$ cat src/rtl/ipsxe_floating_point_lzc_norm_pipe_v1_0_pkg.sv
// Shared definitions for the pipelined leading-zero/one count and normalise block.
//   lzc_clog2      : ceil(log2(v)), v >= 1
//   lzc_next_pow2  : smallest power of two >= w (at least 2); internal search width
//   lzc_mode_e     : counted-bit polarity selected by i_mode
package ipsxe_floating_point_lzc_norm_pipe_v1_0_pkg;

  typedef enum logic {
    LZC_MODE_ZEROS = 1'b0,
    LZC_MODE_ONES  = 1'b1
  } lzc_mode_e;

  function automatic int unsigned lzc_clog2(input int unsigned v);
    int unsigned r;
    r = 0;
    while ((32'd1 << r) < v) r++;
    return r;
  endfunction

  function automatic int unsigned lzc_next_pow2(input int unsigned w);
    if (w <= 2) return 2;
    return 32'd1 << lzc_clog2(w);
  endfunction

  // Search width for the default 49-bit operand.
  localparam int unsigned LZC_EXT_WIDTH_DEFAULT = lzc_next_pow2(49);

endpackage

$ cat src/rtl/ipsxe_floating_point_lzc_norm_pipe_v1_0_stage.sv
// One binary-halving level of the leading-bit search (purely combinational).
//   i_x / o_x : search vector (counted polarity already mapped to zeros)
//   i_d / o_d : operand being normalised, shifted in lockstep with the search vector
//   i_c / o_c : partial count; this level owns bit CNT_W-1-LEVEL
// If the upper HALF bits of the search vector are all zero, both vectors move
// up by HALF and the level's count bit is set.
module ipsxe_floating_point_lzc_stage_v1_0 #(
  parameter int unsigned WIDTH = 64,
  parameter int unsigned CNT_W = 6,
  parameter int unsigned LEVEL = 0
) (
  input  logic [WIDTH-1:0] i_x,
  input  logic [WIDTH-1:0] i_d,
  input  logic [CNT_W-1:0] i_c,
  output logic [WIDTH-1:0] o_x,
  output logic [WIDTH-1:0] o_d,
  output logic [CNT_W-1:0] o_c
);

  localparam int unsigned HALF = WIDTH >> (LEVEL + 1);
  localparam int unsigned CBIT = CNT_W - 1 - LEVEL;

  logic upper_zero;

  always_comb begin
    upper_zero = ~|i_x[WIDTH-1 -: HALF];
    o_x = i_x;
    o_d = i_d;
    o_c = i_c;
    if (upper_zero) begin
      o_x       = i_x << HALF;
      o_d       = i_d << HALF;
      o_c[CBIT] = 1'b1;
    end
  end

endmodule

$ cat src/rtl/ipsxe_floating_point_lzc_norm_pipe_v1_0.sv
// Pipelined leading-zero / leading-one counter with left normalisation.
//   i_clk, i_rst (sync, active-high), i_aclken (clock enable)
//   i_valid / o_ready  : operand handshake (o_ready is the combinational advance)
//   i_data, i_mode     : operand and counted polarity (0 = zeros, 1 = ones)
//   o_valid / i_ready  : result handshake
//   o_count, o_norm, o_all : leading count, operand << count, operand all counted bits
// The operand is zero-extended at the LSB end to a power-of-two search width and
// the halving levels are spread over PIPE_STAGES register stages; the last stage
// writes the output registers directly.
module ipsxe_floating_point_lzc_norm_pipe_v1_0
  import ipsxe_floating_point_lzc_norm_pipe_v1_0_pkg::*;
#(
  parameter int unsigned DATA_WIDTH  = 49,
  parameter int unsigned PIPE_STAGES = 2,
  parameter int unsigned CNT_WIDTH   = 6
) (
  input  logic                  i_clk,
  input  logic                  i_rst,
  input  logic                  i_aclken,
  input  logic                  i_valid,
  output logic                  o_ready,
  input  logic [DATA_WIDTH-1:0] i_data,
  input  logic                  i_mode,
  output logic                  o_valid,
  input  logic                  i_ready,
  output logic [CNT_WIDTH-1:0]  o_count,
  output logic [DATA_WIDTH-1:0] o_norm,
  output logic                  o_all
);

  localparam int unsigned EXT_W = lzc_next_pow2(DATA_WIDTH);
  localparam int unsigned LVLS  = lzc_clog2(EXT_W);
  localparam int unsigned PAD_W = EXT_W - DATA_WIDTH;
  localparam int unsigned LAST  = PIPE_STAGES - 1;
  localparam int unsigned NREG  = (PIPE_STAGES > 1) ? PIPE_STAGES - 1 : 1;

  if (DATA_WIDTH < 2 || DATA_WIDTH > 128) begin : g_bad_width
    $error("DATA_WIDTH out of range 2..128");
  end
  if (PIPE_STAGES < 1 || PIPE_STAGES > 4) begin : g_bad_stages
    $error("PIPE_STAGES out of range 1..4");
  end
  if (CNT_WIDTH != lzc_clog2(DATA_WIDTH + 1)) begin : g_bad_cnt
    $error("CNT_WIDTH must equal clog2(DATA_WIDTH+1)");
  end

  logic adv;

  // Per-stage combinational input and output of the halving chain.
  logic [EXT_W-1:0] sin_x  [PIPE_STAGES];
  logic [EXT_W-1:0] sin_d  [PIPE_STAGES];
  logic [LVLS-1:0]  sin_c  [PIPE_STAGES];
  logic             sin_v  [PIPE_STAGES];
  logic [EXT_W-1:0] sout_x [PIPE_STAGES];
  logic [EXT_W-1:0] sout_d [PIPE_STAGES];
  logic [LVLS-1:0]  sout_c [PIPE_STAGES];

  // Inter-stage registers (stage r feeds stage r+1).
  logic [EXT_W-1:0] x_q [NREG];
  logic [EXT_W-1:0] x_d [NREG];
  logic [EXT_W-1:0] d_q [NREG];
  logic [EXT_W-1:0] d_d [NREG];
  logic [LVLS-1:0]  c_q [NREG];
  logic [LVLS-1:0]  c_d [NREG];
  logic             v_q [NREG];
  logic             v_d [NREG];

  // Output registers.
  logic                  valid_q, valid_d;
  logic [CNT_WIDTH-1:0]  count_q, count_d;
  logic [DATA_WIDTH-1:0] norm_q,  norm_d;
  logic                  all_q,   all_d;
  logic                  all_n;

  assign adv     = i_aclken && (!valid_q || i_ready);
  assign o_ready = adv && !i_rst;

  assign o_valid = valid_q;
  assign o_count = count_q;
  assign o_norm  = norm_q;
  assign o_all   = all_q;

  // Counted polarity is folded into the search vector by inversion, so every
  // level only ever looks for zeros. Padding sits below the LSB and can only be
  // reached when the whole operand matched, which is caught as o_all.
  always_comb begin
    sin_x[0] = EXT_W'((lzc_mode_e'(i_mode) == LZC_MODE_ONES) ? ~i_data : i_data) << PAD_W;
    sin_d[0] = EXT_W'(i_data) << PAD_W;
    sin_c[0] = '0;
    sin_v[0] = i_valid;
    for (int unsigned s = 1; s < PIPE_STAGES; s++) begin
      sin_x[s] = x_q[s-1];
      sin_d[s] = d_q[s-1];
      sin_c[s] = c_q[s-1];
      sin_v[s] = v_q[s-1];
    end
  end

  for (genvar s = 0; s < PIPE_STAGES; s++) begin : g_stage
    localparam int unsigned LO = (s * LVLS) / PIPE_STAGES;
    localparam int unsigned HI = ((s + 1) * LVLS) / PIPE_STAGES;
    localparam int unsigned NL = HI - LO;

    logic [EXT_W-1:0] cx [NL+1];
    logic [EXT_W-1:0] cd [NL+1];
    logic [LVLS-1:0]  cc [NL+1];

    assign cx[0] = sin_x[s];
    assign cd[0] = sin_d[s];
    assign cc[0] = sin_c[s];

    for (genvar k = 0; k < NL; k++) begin : g_lvl
      ipsxe_floating_point_lzc_stage_v1_0 #(
        .WIDTH (EXT_W),
        .CNT_W (LVLS),
        .LEVEL (LO + k)
      ) u_lvl (
        .i_x (cx[k]),
        .i_d (cd[k]),
        .i_c (cc[k]),
        .o_x (cx[k+1]),
        .o_d (cd[k+1]),
        .o_c (cc[k+1])
      );
    end

    assign sout_x[s] = cx[NL];
    assign sout_d[s] = cd[NL];
    assign sout_c[s] = cc[NL];
  end

  always_comb begin
    x_d = x_q;
    d_d = d_q;
    c_d = c_q;
    v_d = v_q;
    for (int unsigned r = 0; r + 1 < PIPE_STAGES; r++) begin
      if (adv) begin
        x_d[r] = sout_x[r];
        d_d[r] = sout_d[r];
        c_d[r] = sout_c[r];
        v_d[r] = sin_v[r];
      end
    end
  end

  // After the full search a surviving 1 always lands in the MSB; if it did not,
  // the operand held no bit of the opposite polarity.
  always_comb begin
    all_n   = ~sout_x[LAST][EXT_W-1];
    valid_d = adv ? sin_v[LAST] : valid_q;
    count_d = count_q;
    norm_d  = norm_q;
    all_d   = all_q;
    if (adv && sin_v[LAST]) begin
      all_d   = all_n;
      count_d = all_n ? CNT_WIDTH'(DATA_WIDTH) : CNT_WIDTH'(sout_c[LAST]);
      norm_d  = all_n ? '0 : sout_d[LAST][EXT_W-1 -: DATA_WIDTH];
    end
  end

  always_ff @(posedge i_clk) begin
    if (i_rst) begin
      valid_q <= 1'b0;
      count_q <= '0;
      norm_q  <= '0;
      all_q   <= 1'b0;
      v_q     <= '{default: 1'b0};
    end else begin
      valid_q <= valid_d;
      count_q <= count_d;
      norm_q  <= norm_d;
      all_q   <= all_d;
      v_q     <= v_d;
    end
  end

  always_ff @(posedge i_clk) begin
    x_q <= x_d;
    d_q <= d_d;
    c_q <= c_d;
  end

endmodule
$ cat config.mk
export PLATFORM = sky130hd
export DESIGN_NAME = ipsxe_floating_point_lzc_norm_pipe_v1_0
export DESIGN_NICKNAME = d
export VERILOG_FILES = /design/src/rtl/ipsxe_floating_point_lzc_norm_pipe_v1_0_pkg.sv /design/src/rtl/ipsxe_floating_point_lzc_norm_pipe_v1_0_stage.sv /design/src/rtl/ipsxe_floating_point_lzc_norm_pipe_v1_0.sv
export SDC_FILE = /design/constraint.sdc
export NUM_CORES = 1
export LEC_CHECK = 0
export ABC_CLOCK_PERIOD_IN_PS = 5900
export CAP_MARGIN = 20
export CORE_UTILIZATION = 40
export DETAILED_ROUTE_END_ITERATION = 7
export SLEW_MARGIN = 20
export SYNTH_ARGS = -nofsm -noshare
export SYNTH_HDL_FRONTEND = slang
export SYNTH_SLANG_ARGS = --single-unit
$ cat constraint.sdc
create_clock -name i_clk -period 5.9 [get_ports i_clk]
set_clock_uncertainty 0.1 [all_clocks]
set_input_delay 1.77 -clock i_clk [delete_from_list [all_inputs] [get_ports i_clk]]
set_output_delay 1.77 -clock i_clk [all_outputs]
set_load 0.1 [all_outputs]
=== Word-level counts from Yosys, hierarchy flattened ===
Index checks and enable logic that the tools add are counted.

* Muxes and demuxes: 21
* Bitwise gates (word level): 2
* Reductions and logical operators: 11

{| class="wikitable"
|+ Operators by type and width
! cell !! number
|-
| two-way mux 64 bit || 12
|-
| two-way mux 49 bit || 2
|-
| inverter 49 bit || 1
|-
| OR reduction 32 bit || 1
|-
| OR reduction 16 bit || 1
|-
| OR reduction 8 bit || 1
|-
| two-way mux 1 bit || 6
|-
| two-way mux 6 bit || 1
|-
| OR reduction 4 bit || 1
|-
| logical AND 1 bit || 3
|-
| logical NOT 1 bit || 2
|-
| OR reduction 2 bit || 1
|-
| logical OR 1 bit || 1
|-
| inverter 1 bit || 1
|}

* Flip-flop bits (word level): 189
* Bits of input ports: 55
* Output and inout bits: 58
* Logic and storage cells: 44

=== Depth between registers and ports, before layout ===
Gate-level depths: netlist (run 1).

* Word-level depth: 8
* Gate-level depth with buffers: 14
* Mapped depth without buffers: 9

=== Cells and area by module ===
Synthesis (run 1) repeated with hierarchy kept, for this count alone.

* Cells, all modules: 1380
* Area, all modules: 16260.6 um^2

{| class="wikitable"
|+ By module, submodules not included
! module !! times used !! cells an instance !! area each (um^2) !! seq. area each (um^2)
|-
| ipsxe_floating_point_lzc_norm_pipe_v1_0 || 1 || 464 || 6849.1 || 5185.0
|-
| ipsxe_floating_point_lzc_stage_v1_0 (g_stage[0].g_lvl[2].u_lvl) || 1 || 151 || 1923.1 || 0.0
|-
| ipsxe_floating_point_lzc_stage_v1_0 (g_stage[1].g_lvl[2].u_lvl) || 1 || 148 || 1621.6 || 0.0
|-
| ipsxe_floating_point_lzc_stage_v1_0 (g_stage[0].g_lvl[1].u_lvl) || 1 || 154 || 1565.3 || 0.0
|-
| ipsxe_floating_point_lzc_stage_v1_0 (g_stage[1].g_lvl[1].u_lvl) || 1 || 150 || 1560.2 || 0.0
|-
| ipsxe_floating_point_lzc_stage_v1_0 (g_stage[1].g_lvl[0].u_lvl) || 1 || 154 || 1555.2 || 0.0
|-
| ipsxe_floating_point_lzc_stage_v1_0 (g_stage[0].g_lvl[0].u_lvl) || 1 || 159 || 1186.1 || 0.0
|}

=== Worst setup path after synthesis (run 1) ===
Ideal clock, no wire load.

* Path type: in2out
* Start point: input port i_rst
* End point: output port o_ready
* Arrival: 3.575 ns
* Required time: 4.030 ns
* Slack: 0.455 ns
* Stages: 4
* Buffers on the path: 3
* Cell sequence: clkbuf_1 -> clkbuf_1 -> buf_1 -> nor2_1

* Word-level cells in the longest chain between the ends: 2

{| class="wikitable"
|+ RTL lines
! what !! line !! RTL
|-
| from (decl) || ipsxe_floating_point_lzc_norm_pipe_v1_0.sv:18 || <nowiki>input logic i_rst,</nowiki>
|-
| logical NOT 1 bit || ipsxe_floating_point_lzc_norm_pipe_v1_0.sv:76 || <nowiki>assign o_ready = adv && !i_rst;</nowiki>
|-
| logical AND 1 bit || ipsxe_floating_point_lzc_norm_pipe_v1_0.sv:76 ||
|-
| to (decl) || ipsxe_floating_point_lzc_norm_pipe_v1_0.sv:21 || <nowiki>output logic o_ready,</nowiki>
|}

No other way between the ends.

==> results.json, run 1 <==
{
  "routedWlPerCell_um": 20.8,
  "synth_top_cell_by_area": "edfxtp_1",
  "cts_tree": "built",
  "fin_hold_ws_ns": 0.353,
  "rsz0062_at_grt": "false",
  "yosysSeqAreaShare": 0.349,
  "wirelength_um": 30300,
  "power_density_nw_per_um2": 228,
  "fin_tns_setup_ns": 0,
  "post-cts-setup-buffers": 0,
  "seq_area_um2": 2960,
  "grt_overflow_total": 0,
  "chipHeight_um": 148,
  "place_area_um2": 10200,
  "period_share": 0.889,
  "synth_edf_count": 60,
  "drv_cap": 0,
  "n_antenna_cell": 0,
  "drt_iter0_markers": 734,
  "ys_types": 68,
  "io_pins": 113,
  "finish.instance_area_um2": 10700,
  "r2r-end": "o_norm[3]$_SDFFE_PP0P_",
  "async_flop_share": 0,
  "gp_congestion": 0.983,
  "start_util": 0.415,
  "grt_usage": 0.281,
  "final_common_cell": "nand2_1",
  "cts.path.max_buffers": 2,
  "worstPathRequired_ns": 5.94,
  "ys.flop_type": "edfxtp_1",
  "drv_slew": 0,
  "final_cell_mix": "nand2_1 (142), a21oi_1 (141), clkdlybuf4s50_1 (109)",
  "vdd_drop_max_uv": 208,
  "grt_pass1_wl_um": 46900,
  "core_um2": 20500,
  "cts_sinks": 118,
  "cp-endpoint": "d_q[60]$_DFFE_PP_",
  "finalCriticalPeriod_ns": 5.25,
  "multi_input_area_um2": 5050,
  "io_buffers": 112,
  "ys_warn_count": 0,
  "synth_seq_cells": 118,
  "timing.fmax_mhz": 191,
  "n_fill_cell": 2001,
  "die_w_um": 148,
  "viasPerCell": 5.96,
  "outcome": "finished clean",
  "synth_area_leaders": "edfxtp_1 (21%), dfxtp_1 (14%), mux2i_1 (12%)",
  "cts_root_buffer": "clkbuf_16",
  "drcViolationCount": 0,
  "grt_pass1_vias": 7930,
  "ff2ff_setup_slack_ns": 2.80,
  "die_area_um2": 21800,
  "relSlewSlack": 0.348,
  "min_path_type": "reg2reg",
  "synthCells": 1075,
  "drtAntennaViolNets": 0,
  "crit_fanout": 16,
  "area_growth_pct": 26.4,
  "crit_start": "i_data[22]",
  "nets": 1232,
  "first_pass_iters": 5,
  "htreeDepth": 4,
  "hold_violations": 0,
  "leakagePower_nw": 4.17,
  "antenna_found_initial": 0,
  "synth.top_cell.area_share": 0.212,
  "tightest_slew_ns": 0.975,
  "startpoint_type": "primary input",
  "cts_hold_buffers": 0,
  "crit_path_end_kind": "flop",
  "r2r_cells": 10,
  "grt_max_degree": 61,
  "cts.clk_slew.worst_paths_ns": 0.06,
  "cts_resized": 0,
  "setup_viol": 0,
  "synth_fp_nets": 1130,
  "layout-drive-gt1-share": 0.112,
  "criticalPathCategory": "in2reg",
  "vias": 8697,
  "hpwl_um": 22500,
  "arrival_ns": 5.29,
  "rows": 52,
  "cts-buffers-inserted": 17,
  "synthesis.area_um2": 8500,
  "r2r_start": "x_q[63]$_DFFE_PP_",
  "syn_avg_cell_area_um2": 7.90,
  "insertion_delay_ns": 0.42
}
-- flip-flops by register name, summed over array words and instances (netlist names) --
signal / cells
o_all: 1
v_q: 1
c_q: 3
o_norm: 49
o_valid: 1
x_q: 8
d_q: 49
o_count: 6
-- metrics by stage --
stage	setup slack (ns)	util	std cells	total power [mW]
finish	0.653	0.524	1460	2.45
global route	0.378	0.524	1460	2.54
CTS	0.679	0.524	1460	2.46
detailed placement	0.242	0.496	1428	1.45
global placement	0.226	0.496	1428	1.45
floorplan	0.455	-	1075	1.27
-- kinds of logic after synthesis --
group,Yosys count,synth area share
flops,118,0.349
compound gates,327,0.247
simple gates,388,0.208
xor+xnor,6,0.00619
buf+inv,128,0.0607
mux,108,0.129
-- layout make-up --
class,count,area share
multi-input cells,829,0.470
inverters,20,0.00699
clock buffers,17,0.0396
repair buffers,191,0.162
well taps,270,0.0315
clock inverters,15,0.0144
flip-flops and latches,118,0.276
-- report_power, final --
group / switching, mW / internal [mW]
Combinational: 0.340 / 0.176
Sequential: 0.0241 / 0.905
Clock: 0.384 / 0.622
Total: 0.749 / 1.70
-- how the worst min path moves through the flow --
stage,cells after the start,slack [ns],from,endpoint
5_1_grt,2,0.39,o_count[0]$_SDFFE_PP0P_,o_count[0]$_SDFFE_PP0P_
3_5_place_dp,2,0.35,o_count[0]$_SDFFE_PP0P_,o_count[0]$_SDFFE_PP0P_
3_3_place_gp,2,0.35,o_count[0]$_SDFFE_PP0P_,o_count[0]$_SDFFE_PP0P_
6_report,2,0.35,o_count[0]$_SDFFE_PP0P_,o_count[0]$_SDFFE_PP0P_
2_1_floorplan,2,0.34,v_q$_SDFFE_PP0P_,v_q$_SDFFE_PP0P_
4_1_cts,2,0.36,o_count[0]$_SDFFE_PP0P_,o_count[0]$_SDFFE_PP0P_
-- cells in the mapped netlist (3+ instances only) --
cell,number
o311a_1,5
or3_1,4
inv_1,18
o2111a_1,3
o2111ai_1,5
a2bb2oi_1,8
edfxtp_1,60
o211ai_1,10
dfxtp_1,58
nor3_1,29
and2_1,13
xnor2_1,5
buf_2,13
a211o_1,4
a31oi_1,9
a211oi_1,9
mux2i_1,105
a221oi_1,9
a22o_1,13
o21ai_0,44
nand2_1,143
clkbuf_1,77
a311oi_1,3
o21bai_1,8
nand4_1,10
o22ai_1,11
a21boi_0,6
nor2_1,88
and3_1,6
a22oi_1,7
buf_1,15
nor4_1,3
a2111oi_0,10
a21oi_1,141
nand3_1,62
or2_2,4
or4_1,14
nand3b_1,3
-- critical path, cell delays in order --
cell and delay, ns:
clkdlybuf4s50_1 0.55, or4_1 0.54, mux2i_1 0.20, o2111ai_1 0.24, nor4_1 0.39, buf_4 0.18, o22a_1 0.34, a21oi_1 0.12
buf_4 0.21, a221oi_1 0.56, a22oi_1 0.18
-- layer usage --
layer	up-vias	global-route usage	wire length (um)
met3	59	0.0562	2240
met5	-	0	0
met1	4043	0.377	13300
li1	4185	-	-
met2	410	0.436	13600
met4	0	0.132	1180
Power figures use the tool's default switching activity.
==> inputs of run 2 (changes only) <==
--- a/config.mk
+++ b/config.mk
@@ -8,6 +8,7 @@
 export ABC_CLOCK_PERIOD_IN_PS = 5900
 export CAP_MARGIN = 20
 export CORE_UTILIZATION = 40
+export CTS_CLUSTER_DIAMETER = 40
 export DETAILED_ROUTE_END_ITERATION = 7
 export SLEW_MARGIN = 20
 export SYNTH_ARGS = -nofsm -noshare
==> results of run 2 <==
Same layout as run 1: the final DEF is identical, and so are final timing and power.
